<file path="src/rtl/cu_pkg.sv">
// cu_pkg: shared types and constants for the multicycle control unit.
//   state_t : FSM state encoding (3 bits, exported on cu_mc.state)
//   ctrl_t  : per-opcode control word produced by cu_decode
//   OP_*    : opcode constants (5-bit)
package cu_pkg;

    // Widest flag register the control word can describe.
    localparam int unsigned FLAG_MAX = 8;

    typedef enum logic [2:0] {
        FETCH     = 3'd0,
        FETCH_REG = 3'd1,
        MEM_REQ   = 3'd2,
        MEM_SAVE  = 3'd3,
        EXECUTE   = 3'd4,
        FAULT     = 3'd5
    } state_t;

    typedef struct packed {
        logic                mem_op;      // needs a data-memory operand read
        logic                opnd_dst;    // operand goes to latch 1 (else latch 0)
        logic [2:0]          reg_re;      // register read ports 1..3
        logic [1:0]          op_re;       // operand latches in FETCH_REG
        logic                ri_re;       // index register read
        logic                reg_we;
        logic                mem_we;
        logic                result_src;
        logic                push;
        logic                pop;
        logic [FLAG_MAX-1:0] flag_mask;   // flags updated in EXECUTE
        logic                br_always;
        logic                br_cond_en;
        logic [2:0]          br_idx;      // flag tested by a conditional branch
    } ctrl_t;

    localparam logic [4:0] OP_LOAD  = 5'b00000;
    localparam logic [4:0] OP_STORE = 5'b00001;
    localparam logic [4:0] OP_PUSH  = 5'b00011;
    localparam logic [4:0] OP_POP   = 5'b00100;
    localparam logic [4:0] OP_ADD   = 5'b00101;
    localparam logic [4:0] OP_JMP   = 5'b01110;
    localparam logic [4:0] OP_JS    = 5'b01111;
    localparam logic [4:0] OP_JG    = 5'b10000;
    localparam logic [4:0] OP_CMP   = 5'b10001;

endpackage

</file>
<file path="src/rtl/cu_decode.sv">
// cu_decode: purely combinational opcode -> control word decoder.
//   opcode [OPCODE_W] in : opcode from the instruction register
//   ctrl   (ctrl_t)   out: control word; unknown opcodes give all zeros (no-op)
module cu_decode
    import cu_pkg::*;
#(
    parameter int unsigned OPCODE_W = 5
) (
    input  logic [OPCODE_W-1:0] opcode,
    output ctrl_t               ctrl
);

    always_comb begin
        ctrl = '0;
        case (opcode)
            OPCODE_W'(OP_LOAD): begin
                ctrl.ri_re      = 1'b1;
                ctrl.mem_op     = 1'b1;
                ctrl.result_src = 1'b1;
                ctrl.reg_we     = 1'b1;
            end
            OPCODE_W'(OP_STORE): begin
                ctrl.reg_re = 3'b001;
                ctrl.op_re  = 2'b01;
                ctrl.ri_re  = 1'b1;
                ctrl.mem_we = 1'b1;
            end
            OPCODE_W'(OP_PUSH): begin
                ctrl.reg_re = 3'b001;
                ctrl.op_re  = 2'b01;
                ctrl.push   = 1'b1;
                ctrl.mem_we = 1'b1;
            end
            OPCODE_W'(OP_POP): begin
                ctrl.mem_op     = 1'b1;
                ctrl.opnd_dst   = 1'b1;
                ctrl.pop        = 1'b1;
                ctrl.result_src = 1'b1;
                ctrl.reg_we     = 1'b1;
            end
            OPCODE_W'(OP_ADD): begin
                ctrl.reg_re    = 3'b001;
                ctrl.op_re     = 2'b01;
                ctrl.reg_we    = 1'b1;
                ctrl.flag_mask = FLAG_MAX'(1);
            end
            OPCODE_W'(OP_JMP): begin
                ctrl.br_always = 1'b1;
            end
            OPCODE_W'(OP_JS): begin
                ctrl.br_cond_en = 1'b1;
                ctrl.br_idx     = 3'd0;
            end
            OPCODE_W'(OP_JG): begin
                ctrl.br_cond_en = 1'b1;
                ctrl.br_idx     = 3'd1;
            end
            OPCODE_W'(OP_CMP): begin
                ctrl.reg_re    = 3'b011;
                ctrl.op_re     = 2'b11;
                ctrl.flag_mask = FLAG_MAX'(3);
            end
            default: ;
        endcase
    end

endmodule

</file>
<file path="src/rtl/cu_mc.sv">
// cu_mc: parametrised multicycle control unit.
// Sequences FETCH (INSTR_WORDS ready/valid beats) -> FETCH_REG ->
// [MEM_REQ -> MEM_SAVE] -> EXECUTE, driving all datapath enables
// combinationally from the registered state and the decode word.
// Optional feature macro: CU_TIMEOUT_EN (per-beat memory timeout -> FAULT).
// Ports:
//   clk, rst_n (sync, active-low)   opcode, flag_in, mem_ready, hold (inputs)
//   mem_req, instr_re, opnd_re, mem_we, reg_re, reg_we, op_re, ri_re,
//   result_src, pc_en, pc_src, instr_write, push, pop   (combinational strobes)
//   flags (registered), state (FSM encoding), fault (sticky timeout fault)
module cu_mc
    import cu_pkg::*;
#(
    parameter int unsigned OPCODE_W    = 5,
    parameter int unsigned INSTR_WORDS = 3,
    parameter int unsigned FLAG_N      = 2,
    parameter int unsigned TIMEOUT_CYC = 15
) (
    input  logic                   clk,
    input  logic                   rst_n,
    input  logic [OPCODE_W-1:0]    opcode,
    input  logic [FLAG_N-1:0]      flag_in,
    input  logic                   mem_ready,
    input  logic                   hold,
    output logic                   mem_req,
    output logic [INSTR_WORDS-1:0] instr_re,
    output logic                   opnd_re,
    output logic                   mem_we,
    output logic [2:0]             reg_re,
    output logic                   reg_we,
    output logic [1:0]             op_re,
    output logic                   ri_re,
    output logic                   result_src,
    output logic                   pc_en,
    output logic                   pc_src,
    output logic                   instr_write,
    output logic                   push,
    output logic                   pop,
    output logic [FLAG_N-1:0]      flags,
    output logic [2:0]             state,
    output logic                   fault
);

    localparam int unsigned BEAT_W = (INSTR_WORDS > 1) ? $clog2(INSTR_WORDS) : 1;
    localparam logic [BEAT_W-1:0] LAST_BEAT = BEAT_W'(INSTR_WORDS - 1);

    state_t              state_q, state_d;
    logic [BEAT_W-1:0]   beat_q, beat_d;
    logic [FLAG_N-1:0]   flags_q, flags_d;
    logic [FLAG_N-1:0]   mask;
    logic [FLAG_MAX-1:0] flags_ext;
    logic                br_taken;
    logic                timeout_hit;
    logic                unused_ctrl;
    ctrl_t               ctrl;

    cu_decode #(.OPCODE_W(OPCODE_W)) u_decode (
        .opcode (opcode),
        .ctrl   (ctrl)
    );

    // Flag mask is carried at full width; only the low FLAG_N bits matter here.
    assign unused_ctrl = ^ctrl.flag_mask;
    assign mask        = ctrl.flag_mask[FLAG_N-1:0];

    // Branch tests the flags as held before the EXECUTE edge.
    assign flags_ext = FLAG_MAX'(flags_q);
    assign br_taken  = ctrl.br_always | (ctrl.br_cond_en & flags_ext[ctrl.br_idx]);

`ifdef CU_TIMEOUT_EN
    localparam int unsigned TO_W = $clog2(TIMEOUT_CYC + 1);
    logic [TO_W-1:0] to_q;
    logic            waiting;

    assign waiting     = ((state_q == FETCH) || (state_q == MEM_REQ)) && !mem_ready;
    // Hit on the wait cycle that brings the count to TIMEOUT_CYC.
    assign timeout_hit = waiting && (to_q == TO_W'(TIMEOUT_CYC - 1));
    assign fault       = (state_q == FAULT);

    always_ff @(posedge clk) begin
        if (!rst_n)      to_q <= '0;
        else if (!hold)  to_q <= waiting ? to_q + 1'b1 : '0;
    end
`else
    logic unused_to;
    assign unused_to   = (TIMEOUT_CYC == 0);
    assign timeout_hit = 1'b0;
    assign fault       = 1'b0;
`endif

    // State register
    always_ff @(posedge clk) begin
        if (!rst_n) begin
            state_q <= FETCH;
            beat_q  <= '0;
            flags_q <= '0;
        end else begin
            state_q <= state_d;
            beat_q  <= beat_d;
            flags_q <= flags_d;
        end
    end

    // Next state; hold keeps every register at its current value.
    always_comb begin
        state_d = state_q;
        beat_d  = beat_q;
        flags_d = flags_q;
        if (!hold) begin
            case (state_q)
                FETCH: begin
                    if (timeout_hit) begin
                        state_d = FAULT;
                    end else if (mem_ready) begin
                        if (beat_q == LAST_BEAT) begin
                            beat_d  = '0;
                            state_d = FETCH_REG;
                        end else begin
                            beat_d = beat_q + 1'b1;
                        end
                    end
                end
                FETCH_REG: state_d = ctrl.mem_op ? MEM_REQ : EXECUTE;
                MEM_REQ: begin
                    if (timeout_hit)    state_d = FAULT;
                    else if (mem_ready) state_d = MEM_SAVE;
                end
                MEM_SAVE: state_d = EXECUTE;
                EXECUTE: begin
                    flags_d = (flags_q & ~mask) | (flag_in & mask);
                    beat_d  = '0;
                    state_d = FETCH;
                end
                FAULT:   state_d = FAULT;
                default: state_d = FETCH;
            endcase
        end
    end

    // Outputs
    always_comb begin
        mem_req     = 1'b0;
        instr_re    = '0;
        opnd_re     = 1'b0;
        mem_we      = 1'b0;
        reg_re      = '0;
        reg_we      = 1'b0;
        op_re       = '0;
        ri_re       = 1'b0;
        result_src  = 1'b0;
        pc_en       = 1'b0;
        pc_src      = 1'b0;
        instr_write = 1'b0;
        push        = 1'b0;
        pop         = 1'b0;
        if (rst_n && !hold) begin
            case (state_q)
                FETCH: begin
                    mem_req     = 1'b1;
                    instr_re    = INSTR_WORDS'(1) << beat_q;
                    instr_write = 1'b1;
                    pc_en       = mem_ready;
                end
                FETCH_REG: begin
                    reg_re = ctrl.reg_re;
                    op_re  = ctrl.op_re;
                    ri_re  = ctrl.ri_re;
                end
                MEM_REQ: begin
                    mem_req = 1'b1;
                    opnd_re = 1'b1;
                end
                MEM_SAVE: op_re = ctrl.opnd_dst ? 2'b10 : 2'b01;
                EXECUTE: begin
                    reg_we     = ctrl.reg_we;
                    mem_we     = ctrl.mem_we;
                    result_src = ctrl.result_src;
                    push       = ctrl.push;
                    pop        = ctrl.pop;
                    pc_en      = br_taken;
                    pc_src     = br_taken;
                end
                default: ;
            endcase
        end
    end

    assign flags = flags_q;
    assign state = state_q;

endmodule
</file>
<file path="config.mk">
export PLATFORM = sky130hd
export DESIGN_NAME = cu_mc
export DESIGN_NICKNAME = d
export VERILOG_FILES = /design/src/rtl/cu_pkg.sv /design/src/rtl/cu_decode.sv /design/src/rtl/cu_mc.sv
export SDC_FILE = /design/constraint.sdc
export NUM_CORES = 1
export LEC_CHECK = 0
export ABC_AREA = 1
export CAP_MARGIN = 20
export CORE_MARGIN = 2
export CORE_UTILIZATION = 39
export DETAILED_ROUTE_END_ITERATION = 8
export PLACE_DENSITY = 0.91
export SYNTH_ARGS = -nofsm -noshare
export SYNTH_HDL_FRONTEND = slang
export SYNTH_SLANG_ARGS = --single-unit
</file>
<file path="constraint.sdc">
create_clock -name clk -period 1.37 [get_ports clk]
set_input_delay 0.137 -clock clk [delete_from_list [all_inputs] [get_ports clk]]
set_output_delay 0.137 -clock clk [all_outputs]
set_load 0.02 [all_outputs]
</file>
; ---- Word-level counts from Yosys, hierarchy flattened
; Index checks and enable logic that the tools add are counted.
[classes]
n_addsub = 1
magnitude_cmp = 1
eq_ne = 17
shift = 1
n_mux = 49
bitwise_logic = 7
n_reduce_logical = 14
[ops]
columns = cell, count
row1 = 1-bit 2-to-1 mux, 29
row2 = 3-bit 2-to-1 mux, 8
row3 = 4-bit one-hot mux with 2 select lines, 2
row4 = 3-bit one-hot mux with 5 select lines, 1
row5 = 2-bit one-hot mux with 2 select lines, 3
row6 = "5-bit by 3-bit == test with 1-bit output, second input constant", 2
row7 = "5-bit by 4-bit == test with 1-bit output, second input constant", 2
row8 = "5-bit == test, second input constant", 2
row9 = 2-bit 2-to-1 mux, 4
row10 = 2-bit OR reduction, 4
row11 = "3-bit by 2-bit == test with 1-bit output, second input constant", 2
row12 = "3-bit == test, second input constant", 2
row13 = "2-bit != test, second input constant", 3
row14 = 3-bit OR reduction, 2
row15 = "5-bit by 1-bit == test with 1-bit output, second input constant", 1
row16 = "5-bit by 2-bit == test with 1-bit output, second input constant", 1
row17 = 5-bit zero test, 1
row18 = 2-bit AND, 2
row19 = "3-bit by 4-bit < comparator with 1-bit output, second input constant", 1
row20 = 4-bit AND reduction, 1
row21 = 1-bit binary-select mux with 3-bit select, 1
row22 = "3-bit by 1-bit == test with 1-bit output, second input constant", 1
row23 = 3-bit zero test, 1
row24 = 3-bit AND reduction, 1
row25 = 13 further kinds, 13
[word_totals]
register_bits = 7
input_bits = 11
out_inout_bits = 25
elab_cells = 93

; ---- Logic depth before layout (Yosys ltp)
; Gate-level depths: netlist of the first run.
[logic_depth]
word_depth = 8
ltp_mapped = 8
mapped_depth_nobuf = 8

; ---- Cells and area by module
; A second synthesis of the first run with hierarchy kept.
[hier_totals]
hier_cells = 156
area_unflattened_um2 = 913.4
[by_module_without_submodules]
columns = mod, instances, cells_per_inst, area_per_inst_um2, seq_area_each_um2
row1 = cu_mc, 1, 111, 649.4, 140.1
row2 = cu_decode, 1, 45, 264.0, 0.0

; ---- Least setup slack after synthesis of the first run
; Ideal clock, no wire load.
[synth_path]
path_type = reg2out
startpoint = reg state_q[0], in the netlist state[0]
endpoint = out reg_re[1]
arrival_ns = 1.304
setup_slack_ns = -0.071
path_stages_with_launch = 7
path_buffers = 0
cell_sequence = dfxtp_1 inv_2 nor2_2 nand2_1 nor2_2 inv_2 nor2_1
[synth_between]
elab_chain_len = 3
[synth_lines]
columns = item, line_no
row1 = "start, declared", cu_mc.sv:47  ; state_t state_q, state_d;
row2 = "start signal, assigned", cu_mc.sv:98  ; state_q <= state_d;
row3 = 3-bit by 1-bit == test with 1-bit output, cu_mc.sv:157  ; case (state_q)
row4 = 3-bit 2-to-1 mux, cu_mc.sv:157
row5 = 3-bit 2-to-1 mux, cu_mc.sv:156  ; if (rst_n && !hold) begin
row6 = "end, declared", cu_mc.sv:29  ; output logic [2:0] reg_re,
; Every way passes these cells.

; ---- Final worst setup path of the first run
[layout_path]
startpoint = reg state_q[0], in the netlist state[0]
endpoint = out pc_en
[layout_between]
elab_chain_len = 3
word_cells_on_any_way = 4
classes_between = eq/ne (1) / mux (2) / reduce/logical (1)
[layout_lines]
columns = item, line_no
row1 = 3-bit == test or 3-bit zero test (tied branches), cu_mc.sv:157
row2 = 1-bit one-hot mux with 2 select lines *, cu_mc.sv:157
row3 = 1-bit 2-to-1 mux *, cu_mc.sv:156
row4 = "end, declared", cu_mc.sv:34  ; output logic pc_en,
; Every way passes the cells marked *; elsewhere a longest branch is shown, timed or not.

==> qor.txt, run 1 <==
Max Cap Viol -> 0
Net Sw Power -> 0.440 mW
N_diodes -> 0
Slowest cell on the critical path -> dfxtp_4
Total GRT Usage -> 36.8%
Chip height -> 46.5 µm
Post-route ant nets -> 0
Sequential share of power -> 24.1%
Peak supply drop -> 0.755 mV
Average cell area after synthesis -> 5.77 µm²
H-tree depth -> 1
Final Skew -> 0.00494 ns
Synth top area share -> 19.9%
Crit path required time -> 1.23 ns
Post-synthesis register bit count -> 7
Area of the die -> 0.00216 mm²
Die X -> 46.5 µm
Status -> complete, but fails checks
Arr. time, crit path -> 1.44 ns
PnR worst setup slack -> -0.205 ns
Post-Syn Area -> 704 µm²
Most common cell after layout, fill and taps aside -> buf_4
Root Buffer -> clkbuf_4
# rows -> 15
CTS tree -> built
Min Tclk post-route -> 1.57 ns
Sw frac -> 43.6%
Maximum clock path buffer count -> 2
Routed WL -> 4310 µm
Final net count -> 211
Total CTS buffers -> 3
Later-pin clock latency in the skew report -> 0.27 ns
Share of cells above drive strength 1 -> 59.3%
Dpl ws -> -0.682 ns
Area growth, synth to finish -> 120%
Vias in the first global route -> 1161
Reg clk slew, reported paths -> 0.07 ns
Initial antenna violation count -> 0
Pin count of the biggest net entering global routing -> 8
Overflow after GRT -> 0
IO Pins -> 36
Final instance area -> 0.00155 mm²
Startpoint Class -> flop
Fmax -> 635 MHz
Int Power -> 0.570 mW
Most frequent cells in the layout -> buf_4 (48), nand2_1 (15), nor2_1 (15), nor2_4 (12), buf_6 (12)
Syn Inst Count -> 122
Violated checks -> negative setup slack
CP cell instances -> inv_6 -> nand2_4 -> nor2_4 -> nand2_4 -> inv_2 -> nand2_1 -> nand2_1 -> buf_6
Final total power -> 1.01 mW
Post-layout util -> 90.8%
Worst min path class -> in2reg
Final HPWL DP -> 1970 µm
Combinational share of power -> 55.0%
Residual DRC -> 0
Yosys warnings -> 0
P_leak -> 0.747 nW
First-pass GRT wire length -> 5410 µm
Via count -> 1299
Dpl cell area -> 0.00128 mm²
Synth unique cells -> 21
Unrepaired setup endpoints after global routing -> true
Cts hold-fix bufs -> 0
Fin. Hold Viols -> 0
DR iter-0 viols -> 111
Average wire per standard cell -> 19.2 µm
Critical Path Sink Type -> output pin
DR vias/cell -> 5.80
Synth area leader -> dfxtp_1
Pwr dens -> 651 mW/mm²
CTS Sinks -> 7
Area contributors post-synth -> dfxtp_1 (20%), nor2_1 (14%), nand3_1 (11%)
Crit-path max FO -> 5
Crit path kind -> reg2out
Final Wtd Congestion -> 0.840
# port buffers -> 33
Final Setup Violations -> 19
Slowest stage delay, CP -> 0.38 ns
Core area -> 0.00171 mm²
Initial Utilization -> 41.2%
Clock share of power -> 21.0%
Fin crit share -> 115%
1st-pass router iterations -> 6
Slew Limit Fails -> 0
Sequential area share after synthesis -> 19.9%
[worst paths after layout]
| kind | startpoint | to | slack (ns) | cells past startpoint |
|---|---|---|---|---|
| hold reg to reg | flop | flop | 0.62 | 3 |
| setup / recovery | state[0] | pc_en | -0.20 | 8 |
| hold / removal | rst_n | state[0] | 0.43 | 4 |
| setup reg to reg | state[2] | state[2] | -0.08 | 10 |
[area by class of cell]
class                   count  area [µm²]
well taps                  25        31.3
multi-input cells          92         627
clock inverters             1        5.00
clock buffers               3        22.5
fillers                    63         156
flip-flops and latches      7         149
inverters                  21        83.8
repair buffers             75         633
[cells in the mapped netlist]
library cell	instances
nor2_1	27
nand2_1	19
inv_1	17
nand3_1	16
dfxtp_1	7
a21oi_1	5
inv_2	4
o21ai_0	4
nand4_1	3
nor2_2	3
nor3_1	3
buf_4	2
nand2_2	2
nand3_2	2
nor2_4	2
a21oi_4	1
buf_6	1
conb_1	1
nand2_4	1
nor3_2	1
o22ai_2	1
[what timing repair did]
item,CTS,global route
pin swaps,11,14
buffers inserted,9,4
setup endpoints to repair,23,25
gates resized for setup,141,25
[per-layer routing]
layer | vias up | share of wire (%) | track usage, %
met5 | - | 0 | 0
met4 | 0 | 5.9 | 22.9
met3 | 32 | 9.9 | 6.67
met2 | 135 | 48 | 61.1
met1 | 594 | 36 | 42.9
li1 | 538 | - | -
[power groups by stage]
stage                     clock network, mW  logic, mW  registers (mW)
after floorplan                           0      0.189           0.246
after global placement                    0      0.379           0.238
after detailed placement                  0      0.393           0.239
after CTS                             0.209      0.446           0.236
after global routing                  0.236      0.573           0.245
final                                 0.212      0.555           0.243
[critical path: cells and delay by family (launching register included)]
family        cells  cell delay, ns
flops             1            0.38
buf+inv           3            0.30
simple gates      5            0.50
[kinds of logic (layout without fill, tap and decap cells)]
family / after synthesis / in the layout / share of synthesized area (%)
AOI/OAI and AO/OA: 11 / 11 / 10.5
buffers and inverters: 24 / 100 / 14.9
DFF: 7 / 7 / 19.9
other: 1 / 2 / 0.532
and+or+nand+nor: 79 / 79 / 54.2
[metrics by stage]
stage | hold WS, ns | TNS [ns] | instances
after global placement | 0.528 | -9.98 | 208
after global routing | 0.434 | -3.15 | 224
after detailed placement | 0.545 | -11.31 | 208
after CTS | 0.400 | -1.10 | 221
final | 0.433 | -2.04 | 224
after floorplan | 0.258 | -0.171 | 123
Note: power is estimated with default switching activity, not from simulation.
==> run 2: changes to the inputs <==
--- a/config.mk
+++ b/config.mk
@@ -11,6 +11,7 @@
 export CORE_UTILIZATION = 39
 export DETAILED_ROUTE_END_ITERATION = 8
 export PLACE_DENSITY = 0.91
+export SLEW_MARGIN = 20
 export SYNTH_ARGS = -nofsm -noshare
 export SYNTH_HDL_FRONTEND = slang
 export SYNTH_SLANG_ARGS = --single-unit
==> results of run 2 <==
Final layout, timing and power as in run 1 (identical DEF).
